===== src/rtl/wave_mix_pkg.sv =====
// Shared constants and width helpers for the wave mixer.
// Imported by the scaler and the top-level mixer.
package wave_mix_pkg;

    // Input-to-output latency in clocks (scale, sum, output).
    localparam int LAT = 3;

    // Width of the overflow event counter.
    localparam int OVF_CNT_W = 16;

    // Ceiling log2 for elaboration-time width math.
    function automatic int clog2i(input int n);
        int r;
        int v;
        r = 0;
        v = 1;
        while (v < n) begin
            v = v << 1;
            r = r + 1;
        end
        return r;
    endfunction

    // Lossless width of a sum of ch scaled samples of w+1 bits.
    function automatic int sum_w(input int w, input int ch);
        return w + 1 + clog2i(ch);
    endfunction

endpackage


===== src/rtl/wave_scale.sv =====
// Single-channel gain stage: signed sample times unsigned Q1.x
// gain, floored back to sample scale, registered on load.
module wave_scale
    import wave_mix_pkg::*;
#(
    parameter int W      = 16,
    parameter int GAIN_W = 8
) (
    input  logic                clk,
    input  logic                rst_n,
    input  logic                load,
    input  logic signed [W-1:0] sample,
    input  logic [GAIN_W-1:0]   gain,
    input  logic                en,
    output logic signed [W:0]   p_q
);

    localparam int MW = W + GAIN_W;

    logic signed [MW-1:0] a_x;
    logic signed [MW-1:0] g_x;
    logic signed [MW-1:0] prod;
    logic signed [W:0]    p_d;

    // Full-precision product, then floor-shift out the fraction.
    always_comb begin
        a_x  = MW'(sample);
        g_x  = MW'(gain);
        prod = a_x * g_x;
        p_d  = p_q;
        if (load) begin
            if (en) begin
                p_d = (W + 1)'(prod >>> (GAIN_W - 1));
            end else begin
                p_d = '0;
            end
        end
    end

    // Scaled-sample register.
    always_ff @(posedge clk or negedge rst_n) begin
        if (!rst_n) begin
            p_q <= '0;
        end else begin
            p_q <= p_d;
        end
    end

endmodule


===== src/rtl/wave_mixer.sv =====
// Multi-channel mixer: per-channel gain, lossless sum, then
// saturate or wrap to W bits with sticky overflow tracking.
module wave_mixer
    import wave_mix_pkg::*;
#(
    parameter int CH     = 4,
    parameter int W      = 16,
    parameter int GAIN_W = 8
) (
    input  logic                   clk,
    input  logic                   rst_n,
    input  logic                   in_valid,
    input  logic [CH*W-1:0]        q_in,
    input  logic [CH-1:0]          ch_en,
    input  logic [CH*GAIN_W-1:0]   gain,
    input  logic                   sat_en,
    input  logic                   clr_ovf,
    output logic [W-1:0]           q_out,
    output logic                   out_valid,
    output logic                   ovf,
    output logic [OVF_CNT_W-1:0]   ovf_cnt
);

    localparam int SW = sum_w(W, CH);

    logic [LAT-1:0]        v_q;
    logic [LAT-1:0]        v_d;
    logic signed [W:0]     p_q [CH];
    logic signed [SW-1:0]  s_q;
    logic signed [SW-1:0]  s_d;
    logic [W-1:0]          out_q;
    logic [W-1:0]          out_d;
    logic                  ovf_q;
    logic                  ovf_d;
    logic [OVF_CNT_W-1:0]  cnt_q;
    logic [OVF_CNT_W-1:0]  cnt_d;
    logic [SW-W:0]         s_hi;
    logic                  s_oor;
    logic                  ovf_evt;

    // Stage 1: one scaler per channel, loaded with the input set.
    for (genvar k = 0; k < CH; k++) begin : g_ch
        wave_scale #(
            .W      (W),
            .GAIN_W (GAIN_W)
        ) u_scale (
            .clk    (clk),
            .rst_n  (rst_n),
            .load   (in_valid),
            .sample (q_in[k*W +: W]),
            .gain   (gain[k*GAIN_W +: GAIN_W]),
            .en     (ch_en[k]),
            .p_q    (p_q[k])
        );
    end

    // Valid bits march one stage per clock, no stalls.
    always_comb begin
        v_d = {v_q[LAT-2:0], in_valid};
    end

    // Stage 2: sign-extended sum of all scaled channels.
    always_comb begin
        s_d = s_q;
        if (v_q[0]) begin
            s_d = '0;
            for (int k = 0; k < CH; k++) begin
                s_d = s_d + SW'(p_q[k]);
            end
        end
    end

    // Sum fits W bits only when all bits from W-1 up agree.
    always_comb begin
        s_hi    = s_q[SW-1:W-1];
        s_oor   = !((&s_hi) || (~|s_hi));
        ovf_evt = v_q[1] && s_oor;
    end

    // Stage 3: clamp or keep low bits, sat_en taken here.
    always_comb begin
        out_d = out_q;
        if (v_q[1]) begin
            if (sat_en && s_oor) begin
                if (s_q[SW-1]) begin
                    out_d = {1'b1, {(W-1){1'b0}}};
                end else begin
                    out_d = {1'b0, {(W-1){1'b1}}};
                end
            end else begin
                out_d = s_q[W-1:0];
            end
        end
    end

    // Sticky flag and saturating counter; a new event wins over clear.
    always_comb begin
        ovf_d = ovf_q;
        cnt_d = cnt_q;
        if (clr_ovf) begin
            ovf_d = ovf_evt;
            cnt_d = ovf_evt ? OVF_CNT_W'(1) : '0;
        end else if (ovf_evt) begin
            ovf_d = 1'b1;
            if (cnt_q != {OVF_CNT_W{1'b1}}) begin
                cnt_d = cnt_q + OVF_CNT_W'(1);
            end
        end
    end

    // Pipeline, output and status registers.
    always_ff @(posedge clk or negedge rst_n) begin
        if (!rst_n) begin
            v_q   <= '0;
            s_q   <= '0;
            out_q <= '0;
            ovf_q <= 1'b0;
            cnt_q <= '0;
        end else begin
            v_q   <= v_d;
            s_q   <= s_d;
            out_q <= out_d;
            ovf_q <= ovf_d;
            cnt_q <= cnt_d;
        end
    end

    assign q_out     = out_q;
    assign out_valid = v_q[LAT-1];
    assign ovf       = ovf_q;
    assign ovf_cnt   = cnt_q;

endmodule

===== config.mk =====
export PLATFORM = sky130hd
export DESIGN_NAME = wave_mixer
export DESIGN_NICKNAME = d
export VERILOG_FILES = /design/src/rtl/wave_mix_pkg.sv /design/src/rtl/wave_scale.sv /design/src/rtl/wave_mixer.sv
export SDC_FILE = /design/constraint.sdc
export NUM_CORES = 2
export LEC_CHECK = 0
export CORE_UTILIZATION = 35
export CTS_BUF_LIST = sky130_fd_sc_hd__clkbuf_8
export CTS_CLUSTER_SIZE = 8
export DETAILED_ROUTE_END_ITERATION = 16
export GPL_TIMING_DRIVEN = 0
export PLACE_DENSITY = 0.58
export RECOVER_POWER = 100
export SLEW_MARGIN = 20
export SYNTH_ARGS = -nofsm -noshare
export SYNTH_HDL_FRONTEND = slang
export SYNTH_HIERARCHICAL = 1
export SYNTH_SLANG_ARGS = --single-unit

===== constraint.sdc =====
create_clock -name clk -period 5.85 [get_ports clk]
set_clock_uncertainty 0.2 [all_clocks]
set_input_delay 1.755 -clock clk [delete_from_list [all_inputs] [get_ports clk]]
set_output_delay 1.755 -clock clk [all_outputs]
set_load 0.02 [all_outputs]

* Word-level counts from Yosys, hierarchy flattened
Cells that the tools add are included.
** Word-level totals
- Register bits :: 123
- Input bits :: 105
- Word-level logic and storage cells :: 40
** Operators by class
- $add $sub $neg :: 4
- Multiply operators :: 4
- Eq/ne operators :: 1
- Mux-type cells :: 12
- Reductions and logical operators :: 10
** Operators with widths (count)
- $mul 16x9->24 :: 4
- $mux 16 :: 5
- $mux 17 :: 4
- $add 18x17->19 :: 1
- $add 19x17->19 :: 1
- $add 17x17->18 :: 1
- $add 16x1->16 const B :: 1
- $ne 16x16->1 const B :: 1
- $reduce_and 4->1 :: 1
- $reduce_bool 2->1 :: 2
- $reduce_or 4->1 :: 1
- $mux 1 :: 3
- $logic_and 1x1->1 :: 2
- $logic_not 1->1 :: 2
- $reduce_and 2->1 :: 1
- $logic_or 1x1->1 :: 1

* Logic depth before layout (Yosys ltp)
- Word-level depth :: 7
- Gate-level depth with buffers :: 19
- Depth with buffers taken out :: 17

* Modules after synthesis
The synthesis kept the hierarchy.
** Modules (own cells, without submodules)
- wave_scale at g_ch[0].u_scale :: times used 1, cells an instance 589, area each 5182.5 um2
- wave_scale at g_ch[3].u_scale :: times used 1, cells an instance 596, area each 5158.7 um2
- wave_scale at g_ch[1].u_scale :: times used 1, cells an instance 579, area each 5092.4 um2
- wave_scale at g_ch[2].u_scale :: times used 1, cells an instance 579, area each 5089.9 um2
- wave_mixer :: times used 1, cells an instance 490, area each 4461.8 um2

* Worst setup path before layout
Ideal clock, no wire load.
- Path kind :: input port to flip-flop
- From :: input port gain[5]
- To :: register g_ch[0].u_scale.p_q[13]
- Arrival time :: 5.950 ns
- Setup slack :: -0.426 ns
- Stages on the path :: 16
- Path through :: clkbuf_1 -> nand2_1 -> fa_1 -> inv_1 -> fa_1 -> fa_1 -> inv_1 -> fa_1 -> inv_1 -> ha_1 -> a21oi_1 -> o21ai_0 -> o31ai_1 -> and2b_1 -> o22ai_1 -> a221o_1
** On the way
- Word-level cells in the longest chain between the ends :: 2
** Ends and longest elaborated chain
- start: declaration :: RTL line wave_mixer.sv:15 : input logic [CH*GAIN_W-1:0] gain,
- $mul 16x9->24 :: RTL line wave_scale.sv:29 : prod = a_x * g_x;
- $mux 17 :: RTL line wave_scale.sv:32 : if (en) begin
- end signal: assignment :: RTL line wave_scale.sv:45 : p_q <= p_d;
- end: declaration :: RTL line wave_scale.sv:15 : output logic signed [W:0] p_q
Every way passes these cells.
A chain may end at the register's enable or synchronous reset.

* Worst setup path in the final report
- From :: input port gain[11]
- To :: register g_ch[1].u_scale.p_q[16]
** On the way
- Word-level cells in the longest chain between the ends :: 2
** Ends and longest elaborated chain (RTL line)
- $mul 16x9->24 :: wave_scale.sv:29
- $mux 17 :: wave_scale.sv:32
- end signal: assignment :: wave_scale.sv:45
- end: declaration :: wave_scale.sv:15
Every way passes these cells.

==> run metrics <==
# setup viols final 0; Setup WS post-layout 0.0487 ns; Synth Flop Type dfrtp_1; most frequent cells in the layout 681 x inv_1, 416 x fa_1, 326 x nand2_1, 222 x and2_1, 152 x ha_1; Fin. Hold Viols 0; fin crit share 0.992; die width 269 µm; Initial Utilization 0.355; slowest stage delay, CP 0.57 ns; clk_lat worst skew 0.48 ns; Worst path most repeated cell fa_1; die footprint 72500 µm²; post-route ant nets 0; RSZ-0062 raised after global routing yes; async set or reset register ratio after synthesis 1.00; wire length per cell 15.6 µm; share of cells above drive strength 1 0.149; Leakage 0.0148 µW; Cell Pwr Density 502 nW/µm²; synth unique cells 91; PortBufs 135; Syn Inst Count 2833; worst-margin pin slew 2.21 ns; WP buf/inv 4; Synth-to-Final Area Change 19.7%; Crit. End Element register; # H-tree levels 4; CTS clk-pin slew, worst paths 0.08 ns; Residual DRC 0; CTS root buf clkbuf_8; initial antenna violation count 1; synthesis-stage register bit count 123; Via density 4.85; reg2reg path depth 10; Synth Area per Inst 8.82 µm²; Chip Height 269 µm; Arr. time, crit path 5.96 ns; critical path class in -> reg; CP max-delay cell fa_1; cts bufs inserted 17; CTS Sinks 123; area of the core 70400 µm²; FF/Latch Area 3080 µm²; drt first pass iters 6; maxcap violations 3; num rows 97; via count 19500; DR iter-0 viols 906; placed cell area 28400 µm²; startpoint type of the worst setup path primary input; fin crit period 5.80 ns; cell area after synthesis 25000 µm²; final instance area 29900 µm²; Hold Path Stages 0; gr usage total 0.176; Reg-to-Reg Start g_ch[1].u_scale/p_q[1]; net count after synthesis 3560; Slew Limit Fails 152; grt ovf 0; Max-slew headroom -0.474; worst-path cell chain buf_12, buf_8, and2_4, fa_1, fa_1, fa_1, inv_2, fa_1, inv_2, ha_4, and3_4, a211o_1, a2111o_1, nand2_2, o21ai_1, a221o_1; reg2reg end s_q[15]; sequential area share after synthesis 0.123; pre-CTS WS -1.30 ns; CTS tree done; Routability Congestion 0.843; flop2flop setup slack 1.98 ns; number of global-route vias before repair 20300; Max FO, Critical Path 6; number of synthesized flops with an enable pin 0; hold_sp v_q[0]; Hold Path End v_q[1]; clk buf depth 2; status finished, violations left; Max Clk Rate 172 MHz; largest net degree at the start of global routing 90; failing checks capacitance limit, slew limit; Final HPWL DP 51300 µm; IO Pins 139; multi-input logic area 19900 µm²; fillers 7128; Worst EP required 6.01 ns; final wirelength 62600 µm; HP Class reg -> reg; first-pass GRT wire length 105000 µm; worst vdd ir 0.306 mV; most common library cell in the layout ignoring fill and taps inv_1; YS warnings 6; Crit path max-delay family adder cells; Final #Nets 3792
==> registers in the layout (all words and copies together), names as in the netlist <==
name,count
s_q,19
g_ch.u_scale/p_q,68
ovf_cnt,16
v_q,3
ovf,1
q_out,16
==> per-stage QoR <==
step	setup TNS, ns	cells	utilization	power [µW]	hold slack, ns
floorplan	-0.173	2833	-	10400	0.152
global placement	-341.07	3908	0.404	13100	0.155
detailed placement	-65.88	3909	0.404	13200	0.159
CTS	0	3966	0.415	14400	0.183
global route	-0.327	4019	0.425	16700	0.203
finish	0	4020	0.425	15000	0.176
==> power by group <==
| group | internal (µW) | switching (µW) |
|---|---|---|
| registers | 1180 | 221 |
| clock network | 459 | 382 |
| logic | 5640 | 7110 |
| total | 7280 | 7720 |
==> worst max path at each step <==
stage / start / end / slack, ns / cells after the start
2_1_floorplan: q_in[31] / g_ch[1].u_scale/p_q[16] / -0.06 / 17
3_3_place_gp: rst_n / g_ch[3].u_scale/p_q[13] / -2.25 / 1
3_5_place_dp: gain[26] / g_ch[3].u_scale/p_q[15] / -1.30 / 17
4_1_cts: q_in[40] / g_ch[2].u_scale/p_q[16] / 0.0009 / 16
5_1_grt: gain[6] / g_ch[0].u_scale/p_q[11] / -0.05 / 19
6_report: gain[11] / g_ch[1].u_scale/p_q[16] / 0.05 / 16
==> cell usage after synthesis, types with 5 or more instances <==
cell | n | area share
a2111o_1 | 5 | 0.0023
a2111oi_2 | 5 | 0.0030
a211o_1 | 11 | 0.0039
a211oi_1 | 21 | 0.0063
a211oi_2 | 6 | 0.0030
a21o_1 | 21 | 0.0063
a21oi_1 | 106 | 0.021
a221o_1 | 7 | 0.0028
a22o_1 | 24 | 0.0084
a31o_2 | 7 | 0.0025
a31oi_1 | 15 | 0.0038
a32o_1 | 10 | 0.0040
and2_1 | 232 | 0.058
and3_1 | 25 | 0.0063
and4_1 | 7 | 0.0025
clkbuf_1 | 66 | 0.0099
dfrtp_1 | 123 | 0.12
fa_1 | 431 | 0.35
ha_1 | 191 | 0.096
inv_1 | 701 | 0.11
mux2_2 | 5 | 0.0023
mux2i_1 | 8 | 0.0032
nand2_1 | 356 | 0.053
nand2b_1 | 12 | 0.0030
nand3_1 | 31 | 0.0062
nand3b_1 | 5 | 0.0015
nand4_1 | 17 | 0.0043
nand4b_2 | 6 | 0.0036
nor2_1 | 70 | 0.011
nor2b_1 | 10 | 0.0025
nor3_1 | 15 | 0.0030
o211ai_1 | 10 | 0.0030
o21a_1 | 15 | 0.0045
o21ai_0 | 44 | 0.0088
o21bai_1 | 9 | 0.0027
o31ai_1 | 17 | 0.0051
o32ai_1 | 6 | 0.0021
or2_2 | 5 | 0.0013
or3_1 | 15 | 0.0038
xnor2_1 | 58 | 0.020
xor2_1 | 15 | 0.0053
==> final cells by class <==
class	instances	share of cell area
inverters	703	0.0883
flip-flops and latches	123	0.103
plain buffers	69	0.0239
well taps	940	0.0393
diodes	2	0.000167
clock buffers	20	0.00921
repair buffers	217	0.0642
multi-input cells	1934	0.666
clock inverters	12	0.00544
==> kinds of logic (layout without fill, tap and decap cells) <==
family          Yosys count  in the layout  share of synthesized area
mux                      14             14                    0.00591
xor+xnor                 73             73                     0.0256
flops                   123            123                      0.123
compound gates          399            399                      0.120
simple gates            826            826                      0.167
buf+inv                 776           1021                      0.117
other cells               0              2                          0
fa+ha+maj               622            622                      0.441
==> worst register-to-register path, stage by stage (launching register included) <==
cell	delay (ns)
dfrtp_1	0.50
fa_1	0.52
fa_1	0.53
ha_1	0.19
inv_1	0.06
fa_1	0.40
nor2b_1	0.21
o31ai_1	0.12
a2111oi_0	0.63
nor3_1	0.17
o31ai_1	0.25
==> routing by layer <==
metal  vias to the layer above  track usage  part of all wire
met5                         -            0                 0
met3                        61       0.0136             0.025
met4                         0       0.0367             0.016
met2                       300        0.300              0.49
met1                      9810        0.245              0.47
li1                       9339            -                 -
==> repair_timing <==
item / CTS / global route
gates cloned: 2 / 11
endpoints found under the hold margin: 0 / 0
hold buffers: 0 / 0
setup buffers: 26 / 43
pin swaps: 19 / 102
gates resized for setup: 338 / 307
endpoints found under the setup margin: 64 / 47
No activity file was read; power rests on OpenSTA's default activity.
